--- src/rtl/v_pipe_query_rsp.sv ---
// rtl/v_pipe_query_rsp.sv - tagged key/value lookup responder; optional hit/miss counters under V_PIPE_QUERY_RSP_STATS_EN
module v_pipe_query_rsp #(
    parameter int N_ENTRIES = 8,
    parameter int KEY_W     = 16,
    parameter int VAL_W     = 32,
    parameter int TAG_W     = 4
) (
    input  logic             clk,
    input  logic             rst,
    input  logic             qry_vld,
    output logic             qry_rdy,
    input  logic [KEY_W-1:0] qry_key,
    input  logic [TAG_W-1:0] qry_tag,
    input  logic             upd_vld,
    input  logic             upd_del,
    input  logic [KEY_W-1:0] upd_key,
    input  logic [VAL_W-1:0] upd_val,
    output logic             rsp_vld,
    input  logic             rsp_rdy,
    output logic [TAG_W-1:0] rsp_tag,
    output logic             rsp_hit,
    output logic [VAL_W-1:0] rsp_val
`ifdef V_PIPE_QUERY_RSP_STATS_EN
    ,
    output logic [31:0]      stat_hit_cnt,
    output logic [31:0]      stat_miss_cnt
`endif
);
    localparam int IDX_W = $clog2(N_ENTRIES);

    // Key/value table
    logic [N_ENTRIES-1:0] tbl_vld_q, tbl_vld_d;
    logic [KEY_W-1:0]     tbl_key_q [N_ENTRIES];
    logic [KEY_W-1:0]     tbl_key_d [N_ENTRIES];
    logic [VAL_W-1:0]     tbl_val_q [N_ENTRIES];
    logic [VAL_W-1:0]     tbl_val_d [N_ENTRIES];
    logic [IDX_W-1:0]     victim_q, victim_d;

    // Compare stage
    logic                 s1_vld_q, s1_vld_d;
    logic [KEY_W-1:0]     s1_key_q, s1_key_d;
    logic [TAG_W-1:0]     s1_tag_q, s1_tag_d;

    // Two-entry result FIFO
    logic [TAG_W-1:0]     fifo_tag_q [2];
    logic [TAG_W-1:0]     fifo_tag_d [2];
    logic                 fifo_hit_q [2];
    logic                 fifo_hit_d [2];
    logic [VAL_W-1:0]     fifo_val_q [2];
    logic [VAL_W-1:0]     fifo_val_d [2];
    logic                 fifo_wr_q, fifo_wr_d;
    logic                 fifo_rd_q, fifo_rd_d;
    logic [1:0]           fifo_cnt_q, fifo_cnt_d;

    logic                 qry_acc;
    logic                 fifo_push;
    logic                 fifo_pop;
    logic                 lk_hit;
    logic [VAL_W-1:0]     lk_val;
    logic                 upd_match;
    logic [IDX_W-1:0]     upd_idx;
    logic                 free_any;
    logic [IDX_W-1:0]     free_idx;

`ifdef V_PIPE_QUERY_RSP_STATS_EN
    logic [31:0]          stat_hit_cnt_q, stat_hit_cnt_d;
    logic [31:0]          stat_miss_cnt_q, stat_miss_cnt_d;
`endif

    // Ready depends only on held state so the issuer never sees a path from rsp_rdy.
    assign qry_rdy   = !(s1_vld_q && (fifo_cnt_q == 2'd2));
    assign qry_acc   = qry_vld && qry_rdy;
    assign rsp_vld   = (fifo_cnt_q != 2'd0);
    assign fifo_pop  = rsp_vld && rsp_rdy;
    assign fifo_push = s1_vld_q && ((fifo_cnt_q != 2'd2) || fifo_pop);
    assign rsp_tag   = fifo_tag_q[fifo_rd_q];
    assign rsp_hit   = fifo_hit_q[fifo_rd_q];
    assign rsp_val   = fifo_val_q[fifo_rd_q];

    // Parallel compare of the S1 key against the pre-update table; at most one entry matches.
    always_comb begin
        lk_hit = 1'b0;
        lk_val = '0;
        for (int i = 0; i < N_ENTRIES; i++) begin
            if (tbl_vld_q[i] && (tbl_key_q[i] == s1_key_q)) begin
                lk_hit = 1'b1;
                lk_val = lk_val | tbl_val_q[i];
            end
        end
    end

    // Locate the update key's entry and the lowest-index free entry.
    always_comb begin
        upd_match = 1'b0;
        upd_idx   = '0;
        free_any  = 1'b0;
        free_idx  = '0;
        for (int i = 0; i < N_ENTRIES; i++) begin
            if (tbl_vld_q[i] && (tbl_key_q[i] == upd_key)) begin
                upd_match = 1'b1;
                upd_idx   = IDX_W'(i);
            end
        end
        for (int i = N_ENTRIES - 1; i >= 0; i--) begin
            if (!tbl_vld_q[i]) begin
                free_any = 1'b1;
                free_idx = IDX_W'(i);
            end
        end
    end

    // Table maintenance: delete, overwrite, allocate free, or replace round-robin victim.
    always_comb begin
        tbl_vld_d = tbl_vld_q;
        tbl_key_d = tbl_key_q;
        tbl_val_d = tbl_val_q;
        victim_d  = victim_q;
        if (upd_vld) begin
            if (upd_del) begin
                if (upd_match) begin
                    tbl_vld_d[upd_idx] = 1'b0;
                end
            end else if (upd_match) begin
                tbl_val_d[upd_idx] = upd_val;
            end else if (free_any) begin
                tbl_vld_d[free_idx] = 1'b1;
                tbl_key_d[free_idx] = upd_key;
                tbl_val_d[free_idx] = upd_val;
            end else begin
                tbl_key_d[victim_q] = upd_key;
                tbl_val_d[victim_q] = upd_val;
                victim_d            = victim_q + IDX_W'(1);
            end
        end
    end

    // S1 loads on an accepted query and empties once its result has been pushed.
    always_comb begin
        s1_vld_d = s1_vld_q;
        s1_key_d = s1_key_q;
        s1_tag_d = s1_tag_q;
        if (qry_acc) begin
            s1_vld_d = 1'b1;
            s1_key_d = qry_key;
            s1_tag_d = qry_tag;
        end else if (fifo_push) begin
            s1_vld_d = 1'b0;
        end
    end

    // Result FIFO push/pop bookkeeping; a miss stores value 0.
    always_comb begin
        fifo_tag_d = fifo_tag_q;
        fifo_hit_d = fifo_hit_q;
        fifo_val_d = fifo_val_q;
        fifo_wr_d  = fifo_wr_q;
        fifo_rd_d  = fifo_rd_q;
        if (fifo_push) begin
            fifo_tag_d[fifo_wr_q] = s1_tag_q;
            fifo_hit_d[fifo_wr_q] = lk_hit;
            fifo_val_d[fifo_wr_q] = lk_hit ? lk_val : '0;
            fifo_wr_d             = ~fifo_wr_q;
        end
        if (fifo_pop) begin
            fifo_rd_d = ~fifo_rd_q;
        end
        fifo_cnt_d = fifo_cnt_q + {1'b0, fifo_push} - {1'b0, fifo_pop};
    end

`ifdef V_PIPE_QUERY_RSP_STATS_EN
    // Saturating hit/miss counters, counted at FIFO push.
    always_comb begin
        stat_hit_cnt_d  = stat_hit_cnt_q;
        stat_miss_cnt_d = stat_miss_cnt_q;
        if (fifo_push && lk_hit && (stat_hit_cnt_q != 32'hFFFF_FFFF)) begin
            stat_hit_cnt_d = stat_hit_cnt_q + 32'd1;
        end
        if (fifo_push && !lk_hit && (stat_miss_cnt_q != 32'hFFFF_FFFF)) begin
            stat_miss_cnt_d = stat_miss_cnt_q + 32'd1;
        end
    end

    assign stat_hit_cnt  = stat_hit_cnt_q;
    assign stat_miss_cnt = stat_miss_cnt_q;
`endif

    // State registers; reset drops in-flight queries and results.
    always_ff @(posedge clk) begin
        if (rst) begin
            tbl_vld_q  <= '0;
            victim_q   <= '0;
            s1_vld_q   <= 1'b0;
            s1_key_q   <= '0;
            s1_tag_q   <= '0;
            fifo_wr_q  <= 1'b0;
            fifo_rd_q  <= 1'b0;
            fifo_cnt_q <= 2'd0;
            for (int i = 0; i < N_ENTRIES; i++) begin
                tbl_key_q[i] <= '0;
                tbl_val_q[i] <= '0;
            end
            for (int i = 0; i < 2; i++) begin
                fifo_tag_q[i] <= '0;
                fifo_hit_q[i] <= 1'b0;
                fifo_val_q[i] <= '0;
            end
`ifdef V_PIPE_QUERY_RSP_STATS_EN
            stat_hit_cnt_q  <= '0;
            stat_miss_cnt_q <= '0;
`endif
        end else begin
            tbl_vld_q  <= tbl_vld_d;
            tbl_key_q  <= tbl_key_d;
            tbl_val_q  <= tbl_val_d;
            victim_q   <= victim_d;
            s1_vld_q   <= s1_vld_d;
            s1_key_q   <= s1_key_d;
            s1_tag_q   <= s1_tag_d;
            fifo_tag_q <= fifo_tag_d;
            fifo_hit_q <= fifo_hit_d;
            fifo_val_q <= fifo_val_d;
            fifo_wr_q  <= fifo_wr_d;
            fifo_rd_q  <= fifo_rd_d;
            fifo_cnt_q <= fifo_cnt_d;
`ifdef V_PIPE_QUERY_RSP_STATS_EN
            stat_hit_cnt_q  <= stat_hit_cnt_d;
            stat_miss_cnt_q <= stat_miss_cnt_d;
`endif
        end
    end

endmodule

--- config.mk ---
export PLATFORM = sky130hd
export DESIGN_NAME = v_pipe_query_rsp
export DESIGN_NICKNAME = d
export VERILOG_FILES = /design/src/rtl/v_pipe_query_rsp.sv
export SDC_FILE = /design/constraint.sdc
export NUM_CORES = 1
export LEC_CHECK = 0
export ABC_AREA = 1
export BUFFER_PORTS_ARGS = -buffer_cell sky130_fd_sc_hd__buf_2
export CAP_MARGIN = 10
export CORE_ASPECT_RATIO = 0.6
export CORE_UTILIZATION = 56
export DETAILED_ROUTE_END_ITERATION = 8
export PLACE_DENSITY = 0.83
export SLEW_MARGIN = 40
export SYNTH_ARGS = -nofsm -noshare
export SYNTH_HDL_FRONTEND = slang
export SYNTH_SLANG_ARGS = --single-unit
--- constraint.sdc ---
create_clock -name clk -period 2.1 [get_ports clk]
set_input_delay 0.21 -clock clk [delete_from_list [all_inputs] [get_ports clk]]
set_output_delay 0.21 -clock clk [all_outputs]
set_load 0.005 [all_outputs]
==> reports/summary.txt, run 1 <==
num ports = 113
Detail Placement HPWL = 89300 µm
Longest Clk Path Bufs = 3
grt ovf = 1289
GPL Wtd Cong = 1.10
largest net degree at the start of global routing = 105
Failed at = 5_1_grt
Post-synth EDFFs = 0
Row Count = 60
H-Tree Depth = 2
cells after synthesis = 4176
Mean Syn Cell Area = 6.27 µm²
Primary FF master, synth = dfxtp_1
Net Count, Synth = 4253
Port-buffer cells = 112
library cells used by synthesis = 52
Mapped Area = 26200 µm²
Sink Count = 494
Synth warnings = 0
initial core utilization = 57.6%
status = aborted with a tool error
Chip Width = 281 µm
Synth Register Bits = 494
FFs w/ async S/R, synth = 0%
cts bufs inserted = 47
DIE HEIGHT = 170 µm
root buf cell = clkbuf_16
sequential share of the synthesized area = 37.7%
total track usage = 94.1%
tool error = [ERROR GRT-0232] Routing congestion too high. Check the congestion heatmap in the GUI.
Placed Instances = 5272
Yosys cell counts (2+ instances only):
cell | count | area share (%)
buf_4 | 26 | 0.74
nand2b_1 | 2 | 0.048
nor3_1 | 23 | 0.44
nand2_2 | 5 | 0.12
nor4_2 | 3 | 0.14
o221ai_1 | 3 | 0.10
xnor2_1 | 29 | 0.97
buf_1 | 20 | 0.29
and3_1 | 3 | 0.072
inv_2 | 14 | 0.20
or2_1 | 3 | 0.072
ha_1 | 3 | 0.14
nand2_1 | 1038 | 15
nand3b_1 | 5 | 0.14
nor4_1 | 3 | 0.072
o211ai_1 | 4 | 0.11
o2111ai_1 | 8 | 0.27
clkbuf_2 | 2 | 0.038
nor3b_1 | 3 | 0.086
dfxtp_1 | 494 | 38
nor2_1 | 658 | 9.4
clkbuf_1 | 131 | 1.9
nand3_2 | 4 | 0.15
o21ai_2 | 3 | 0.10
nand4_1 | 153 | 3.7
nand3_1 | 158 | 3.0
a211oi_1 | 3 | 0.086
o21ai_0 | 396 | 7.6
inv_1 | 521 | 7.5
o22ai_1 | 70 | 1.7
clkinv_1 | 2 | 0.029
buf_2 | 65 | 1.2
o21ai_1 | 17 | 0.32
a21oi_1 | 247 | 4.7
xor2_1 | 40 | 1.3
through the flow:
stage	setup TNS (ns)	worst slack, ns	area, µm²
2_1_floorplan	0	0.00471	26300
3_3_place_gp	-249.69	-0.786	32000
3_5_place_dp	-252.57	-0.724	32000
4_1_cts	-100.39	-0.345	37800
logic make-up after synthesis:
logic type      after synthesis  synth area share [%]
fa+ha+maj                     3                 0.143
flops                       494                  37.7
compound gates              759                  15.2
simple gates               2070                  32.7
buf+inv                     781                  11.9
xor+xnor                     69                  2.31
per-layer routing:
layer  global-route usage (%)  GRT overflow
met5                     79.9            20
met4                     88.9           294
met3                     88.5           184
met2                      102           592
met1                     94.6           199
timing repair:
action / in CTS
buffers inserted: 101
resized for setup: 587
hold buffers: 50
pin swaps: 149
hold endpoints to repair: 77
gates cloned: 39
setup endpoints to repair: 461
==> inputs of run 2 (changes only) <==
CORE_ASPECT_RATIO = unset   (was 0.6)
CORE_UTILIZATION = 40   (was 56)
PLACE_DENSITY = unset   (was 0.83)
PLACE_DENSITY_LB_ADDON = 0.15   (was unset)
clock period = 2.7 ns   (was 2.1 ns; I/O delays follow)
==> run 2 against run 1 <==
The flow now finishes, with violations (negative setup slack). Synthesized area did not move. Synthesized cell count did not move.
==> reports/summary.txt, run 2 <==
cell chain of the critical path = clkinvlp_4 > buf_4 > o22ai_1 > nor2_1 > nand2_1 > nor4_4 > nand3_1 > buf_12 > o21ai_0 > nor2_1 > buf_4 > nand3_1 > nand2_1 > inv_1
share of cells above drive strength 1 = 14.0%
total track usage = 33.0%
routed length per instance = 20.8 µm
Hold Crit Depth = 2
initial core utilization = 40.6%
fin nets = 4582
sequential share of the synthesized area = 37.7%
most flop-heavy register = tbl_val_q
Longest Clk Path Bufs = 3
grt ovf = 0
most common cell after layout, fill and taps aside = nand2_1
DRC = 0
DIE HEIGHT = 258 µm
violated checks = negative setup slack
reg2reg end = fifo_val_q[44]
status = finished with violations
post-synth top area share = 37.7%
library cells used by synthesis = 52
Placed Instances = 5247
Slew Limit Fails = 0
part of the cycle the worst path needs = 100%
r2r startpoint = s1_key_q[5]
Worst Tran Pin Value = 0.628 ns
Mean Syn Cell Area = 6.27 µm²
Peak VDD IR = 0.500 mV
initial antenna violation count = 2
Mapped Area = 26200 µm²
Finished Layout Cells = 5410
hold path startpoint = rst
Setup Skew = 0.0261 ns
num ports = 113
P_leak = 14.7 nW
Yosys top cell by area = dfxtp_1
vias in the first global route = 25800
Net Count, Synth = 4253
CP Class = reg2reg
Chip Width = 258 µm
Final Worst Setup Slack = -0.00203 ns
largest net degree at the start of global routing = 89
drt pass-1 iters = 6
most common cell in the netlist = nand2_1
Post-synth EDFFs = 0
CP startpoint = s1_key_q[5]
worst r2r path cells = 14
max reg flops = 256
Layout Area Growth over Synthesis = 26.3%
CP Launch Type = flop
power consumption = 18.8 mW
cts bufs inserted = 57
core footprint = 64600 µm²
crit path max fanout = 14
Port-buffer cells = 112
cells after synthesis = 4176
Hold Crit Class = in2reg
initial DRC count = 3146
Worst path slowest cell = dfxtp_1
root buf cell = clkbuf_16
CP required = 3.26 ns
biggest regs = tbl_val_q x256, tbl_key_q x128, fifo_val_q x64
global-route wire length before repair = 165000 µm
WP data arrival = 3.26 ns
Max Cap Viol = 0
synth cell count leaders = nand2_1 (1038), nor2_1 (658), inv_1 (521)
Row Count = 93
Synth Register Bits = 494
die area = 66500 µm²
hold path endpoint = fifo_cnt_q[0]
final-report hold violation count = 0
Via density = 5.29
Max-slew headroom = 58.0%
GPL Wtd Cong = 0.979
min cycle time layout = 2.70 ns
WL final = 112000 µm
PD cells = 569 nW/µm²
Synth warnings = 0
Detail Placement HPWL = 79700 µm
Primary FF master, synth = dfxtp_1
commonest non-fill, non-tap cells in the layout = nand2_1 (1035), nor2_1 (646), inv_1 (518)
largest cells by area after synthesis = dfxtp_1 (38%), nand2_1 (15%), nor2_1 (9.4%)
Sink Count = 494
Crit path largest cell delay = 0.53 ns
clock slew at reported path FFs = 0.06 ns
f_max = 370 MHz
Filler cells = 6678
Post-CTS Setup Bufs = 0
FFs w/ async S/R, synth = 0%
final setup vio count = 1
vias = 28600
H-Tree Depth = 2
ANT nets after route = 0
Reg2Reg Setup Slack = -0.002 ns
Clk Latency, worst-skew pair = 0.66 ns
Setup crit end kind = flop
CTS tree = yes
-- run 2: worst max path at each step --
| stage | end | slack, ns | cells past startpoint |
|---|---|---|---|
| 2_1_floorplan | tbl_key_q[62] | 0.46 | 18 |
| 5_1_grt | tbl_val_q[147] | -0.01 | 16 |
| 4_1_cts | fifo_val_q[35] | 0.02 | 14 |
| 3_3_place_gp | tbl_val_q[16] | -0.09 | 17 |
| 6_report | fifo_val_q[44] | -0.002 | 14 |
| 3_5_place_dp | tbl_val_q[154] | -0.13 | 16 |
-- run 2: cell families (layout without fill, tap and decap cells) --
family | Yosys count | count (layout) | share of synthesized area [%]
AND/OR/NAND/NOR | 2070 | 2070 | 32.7
buffers and inverters | 781 | 1159 | 11.9
AO/OA/AOI/OAI | 759 | 759 | 15.2
flip-flops | 494 | 494 | 37.7
XOR/XNOR | 69 | 69 | 2.31
adder cells (fa/ha/maj) | 3 | 3 | 0.143
other | 0 | 1 | 0
-- run 2: repair_timing --
item	CTS	global route
endpoints found under the setup margin	5	288
endpoints found under the hold margin	83	0
gates cloned	0	2
resized for setup	1	37
pin swaps	0	1
hold buffers	52	0
-- run 2: final cells by class --
cell class                      count  area (µm²)  share of cell area, %
Timing Repair Buffer              514        4690                   14.2
Tap cell                          855        1070                   3.23
Clock buffer                       90        1760                   5.32
Multi-Input combinational cell   2901       13400                   40.5
Clock inverter                     18         248                  0.748
Sequential cell                   494        9900                   29.9
Antenna cell                        1        2.50                0.00756
Inverter                          537        2030                   6.13
-- run 2: metal layers --
layer	global-route usage (%)	part of all wire (%)	vias to the layer above
met3	8.59	11	198
met4	8.83	2.7	0
met5	0	0	-
met2	47.1	40	1319
met1	48.5	46	13200
li1	-	-	13900
-- run 2: worst max-delay path: cells and delay by family, from the launching register on --
| family | cells | cell delay (ns) |
|---|---|---|
| DFF | 1 | 0.53 |
| AOI/OAI and AO/OA | 2 | 0.26 |
| and+or+nand+nor | 7 | 0.86 |
| buffers and inverters | 5 | 0.95 |
-- run 2: metrics by stage --
step                      setup slack (ns)  area (µm²)  util, %  hold slack [ns]  setup TNS [ns]
after floorplan                      0.455       26200        -            0.361               0
after global placement             -0.0884       30400     47.1            0.432           -7.73
after detailed placement            -0.127       30400     47.1            0.437          -10.49
after CTS                           0.0235       32900     51.0           0.0275               0
after global routing               -0.0107       33100     51.3           0.0582         -0.0353
final                             -0.00203       33100     51.3           0.0499        -0.00203
-- run 2: power by group --
part	total (mW)	switching [mW]	internal [mW]	leakage, nW
registers	7.66	0.162	7.50	4.01
logic	2.88	1.86	1.02	9.68
clock network	8.30	3.44	4.86	0.982
total	18.8	5.46	13.4	14.7
Note: power is estimated with default switching activity, not from simulation.
==> inputs of run 3 (changes only) <==
RECOVER_POWER = 25   (was unset)
==> run 3 against run 2 <==
The run still ends with negative setup slack left. Core utilization shrank 0.17 points. Fmax down 0.79%. Die area is the same. Worst hold slack worse by 0.0021 ns. Sequential share of layout area rose by 0.098 points. Global-route usage unchanged. Critical endpoint unchanged.
==> reports/summary.txt, run 3 (synthesis gave the netlist of run 2 again) <==
status = finished with violations
violated checks = negative setup slack
CTS tree = yes
die area = 66500 µm²
Final Worst Setup Slack = -0.0235 ns
total track usage = 33.0%
Final Instance Area = 33000 µm²
f_max = 367 MHz
clock slew at reported path FFs = 0.06 ns
vias in the first global route = 25800
Longest Clk Path Bufs = 3
root buf cell = clkbuf_16
CP startpoint = s1_key_q[5]
Slew Limit Fails = 0
Filler cells = 6697
Hold Crit Class = in2reg
num ports = 113
initial core utilization = 40.6%
DRC = 0
Max-slew headroom = 44.4%
Peak VDD IR = 0.500 mV
Worst Tran Pin Value = 0.825 ns
Setup Skew = 0.0270 ns
drt pass-1 iters = 6
grt ovf = 0
Chip Width = 258 µm
Layout Area Growth over Synthesis = 25.9%
WL final = 112000 µm
commonest non-fill, non-tap cells in the layout = nand2_1 (1035), nor2_1 (646), inv_1 (520)
fin nets = 4582
combinational group share of total power = 15.2%
Sink Count = 494
global-route wire length before repair = 165000 µm
Via density = 5.31
power consumption = 18.8 mW
min cycle time layout = 2.72 ns
GPL Wtd Cong = 0.979
routed length per instance = 20.8 µm
CP Launch Type = flop
P_sw = 5.46 mW
ANT nets after route = 0
initial DRC count = 3287
largest net degree at the start of global routing = 89
DP Area = 30400 µm²
part of the cycle the worst path needs = 101%
crit path max fanout = 14
P_leak = 14.5 nW
core footprint = 64600 µm²
CP Class = reg2reg
cts bufs inserted = 57
Clk Latency, worst-skew pair = 0.66 ns
most common cell after layout, fill and taps aside = nand2_1
Detail Placement HPWL = 79700 µm
Max Cap Viol = 0
Post-CTS Setup Bufs = 0
share of cells above drive strength 1 = 13.1%
final setup vio count = 2
biggest regs = tbl_val_q x256, tbl_key_q x128, fifo_val_q x64
Setup crit end kind = flop
share of total power in the clock network = 44.1%
vias = 28700
final-report hold violation count = 0
Sw Share = 29.0%
DIE HEIGHT = 258 µm
most flop-heavy register = tbl_val_q
max reg flops = 256
Antenna diodes = 0
CP required = 3.26 ns
Place WS = -0.127 ns
Int Pwr = 13.4 mW
H-Tree Depth = 2
initial antenna violation count = 2
Row Count = 93
hold path startpoint = rst
r2r startpoint = s1_key_q[5]
WP data arrival = 3.28 ns
sequential share of power = 40.7%
Port-buffer cells = 112
PD cells = 570 nW/µm²
## run 3: changes by cell type in the layout (fill, tap and decap cells not counted), moves of 4 or more
cell,change
buf_12,-4
buf_2,-35
buf_4,-5
clkbuf_1,+37
clkbuf_4,+4
o21ai_0,+4
o21ai_1,-4
## run 3: repair_timing
action | in CTS | in global routing
gates resized for setup | 1 | 37
gates cloned | 0 | 2
pin swaps | 0 | 1
hold buffers | 52 | 0
hold endpoints to repair | 83 | 0
setup endpoints to repair | 5 | 288
## run 3: path summary, 6_finish.rpt
check / depth (start not counted) / slack, ns / end
setup / recovery: 14 / -0.02 / fifo_val_q[44]
hold / removal: 2 / 0.05 / fifo_cnt_q[0]
setup reg to reg: 14 / -0.02 / fifo_val_q[44]
hold reg to reg: 2 / 0.45 / tbl_val_q[76]
## run 3: power by group through the flow
stage | logic (mW) | clock network [mW] | registers (mW)
finish | 2.85 | 8.30 | 7.66
global route | 3.06 | 8.67 | 7.68
CTS | 2.80 | 8.38 | 7.65
detailed placement | 2.73 | 0 | 7.81
global placement | 2.74 | 0 | 7.81
floorplan | 1.48 | 0 | 7.73
## run 3: critical path: stages (launching register included)
cell and delay (ns):
dfxtp_1 0.53, clkinvlp_4 0.33, buf_4 0.23, o22ai_1 0.14
nor2_1 0.07, nand2_1 0.12, nor4_4 0.08, nand3_1 0.16
buf_12 0.19, o21ai_0 0.12, nor2_1 0.28, buf_4 0.18
nand3_1 0.07, nand2_1 0.08, inv_1 0.03
## run 3: layout make-up
class,instances,area (µm²),area share (%)
Clock buffer,90,1760,5.34
Clock inverter,18,248,0.751
Inverter,537,2030,6.16
Multi-Input combinational cell,2901,13400,40.6
Sequential cell,494,9900,30.0
Tap cell,855,1070,3.24
Timing Repair Buffer,514,4580,13.9
## run 3: through the flow
| step | util (%) | setup TNS, ns | instances | hold WS (ns) |
|---|---|---|---|---|
| 2_1_floorplan | - | 0 | 4176 | 0.361 |
| 3_3_place_gp | 47.1 | -7.73 | 5247 | 0.432 |
| 3_5_place_dp | 47.1 | -10.49 | 5247 | 0.437 |
| 4_1_cts | 51.0 | 0 | 5407 | 0.0275 |
| 5_1_grt | 51.1 | -0.0408 | 5409 | 0.0582 |
| 6_report | 51.1 | -0.0403 | 5409 | 0.0478 |
## run 3: layer usage
layer | up-vias | global-route usage (%) | wire length [µm]
met5 | - | 0 | 0
met4 | 0 | 8.83 | 2950
met3 | 191 | 8.59 | 13100
met2 | 1364 | 47.1 | 45200
met1 | 13200 | 48.5 | 51200
li1 | 13900 | - | -
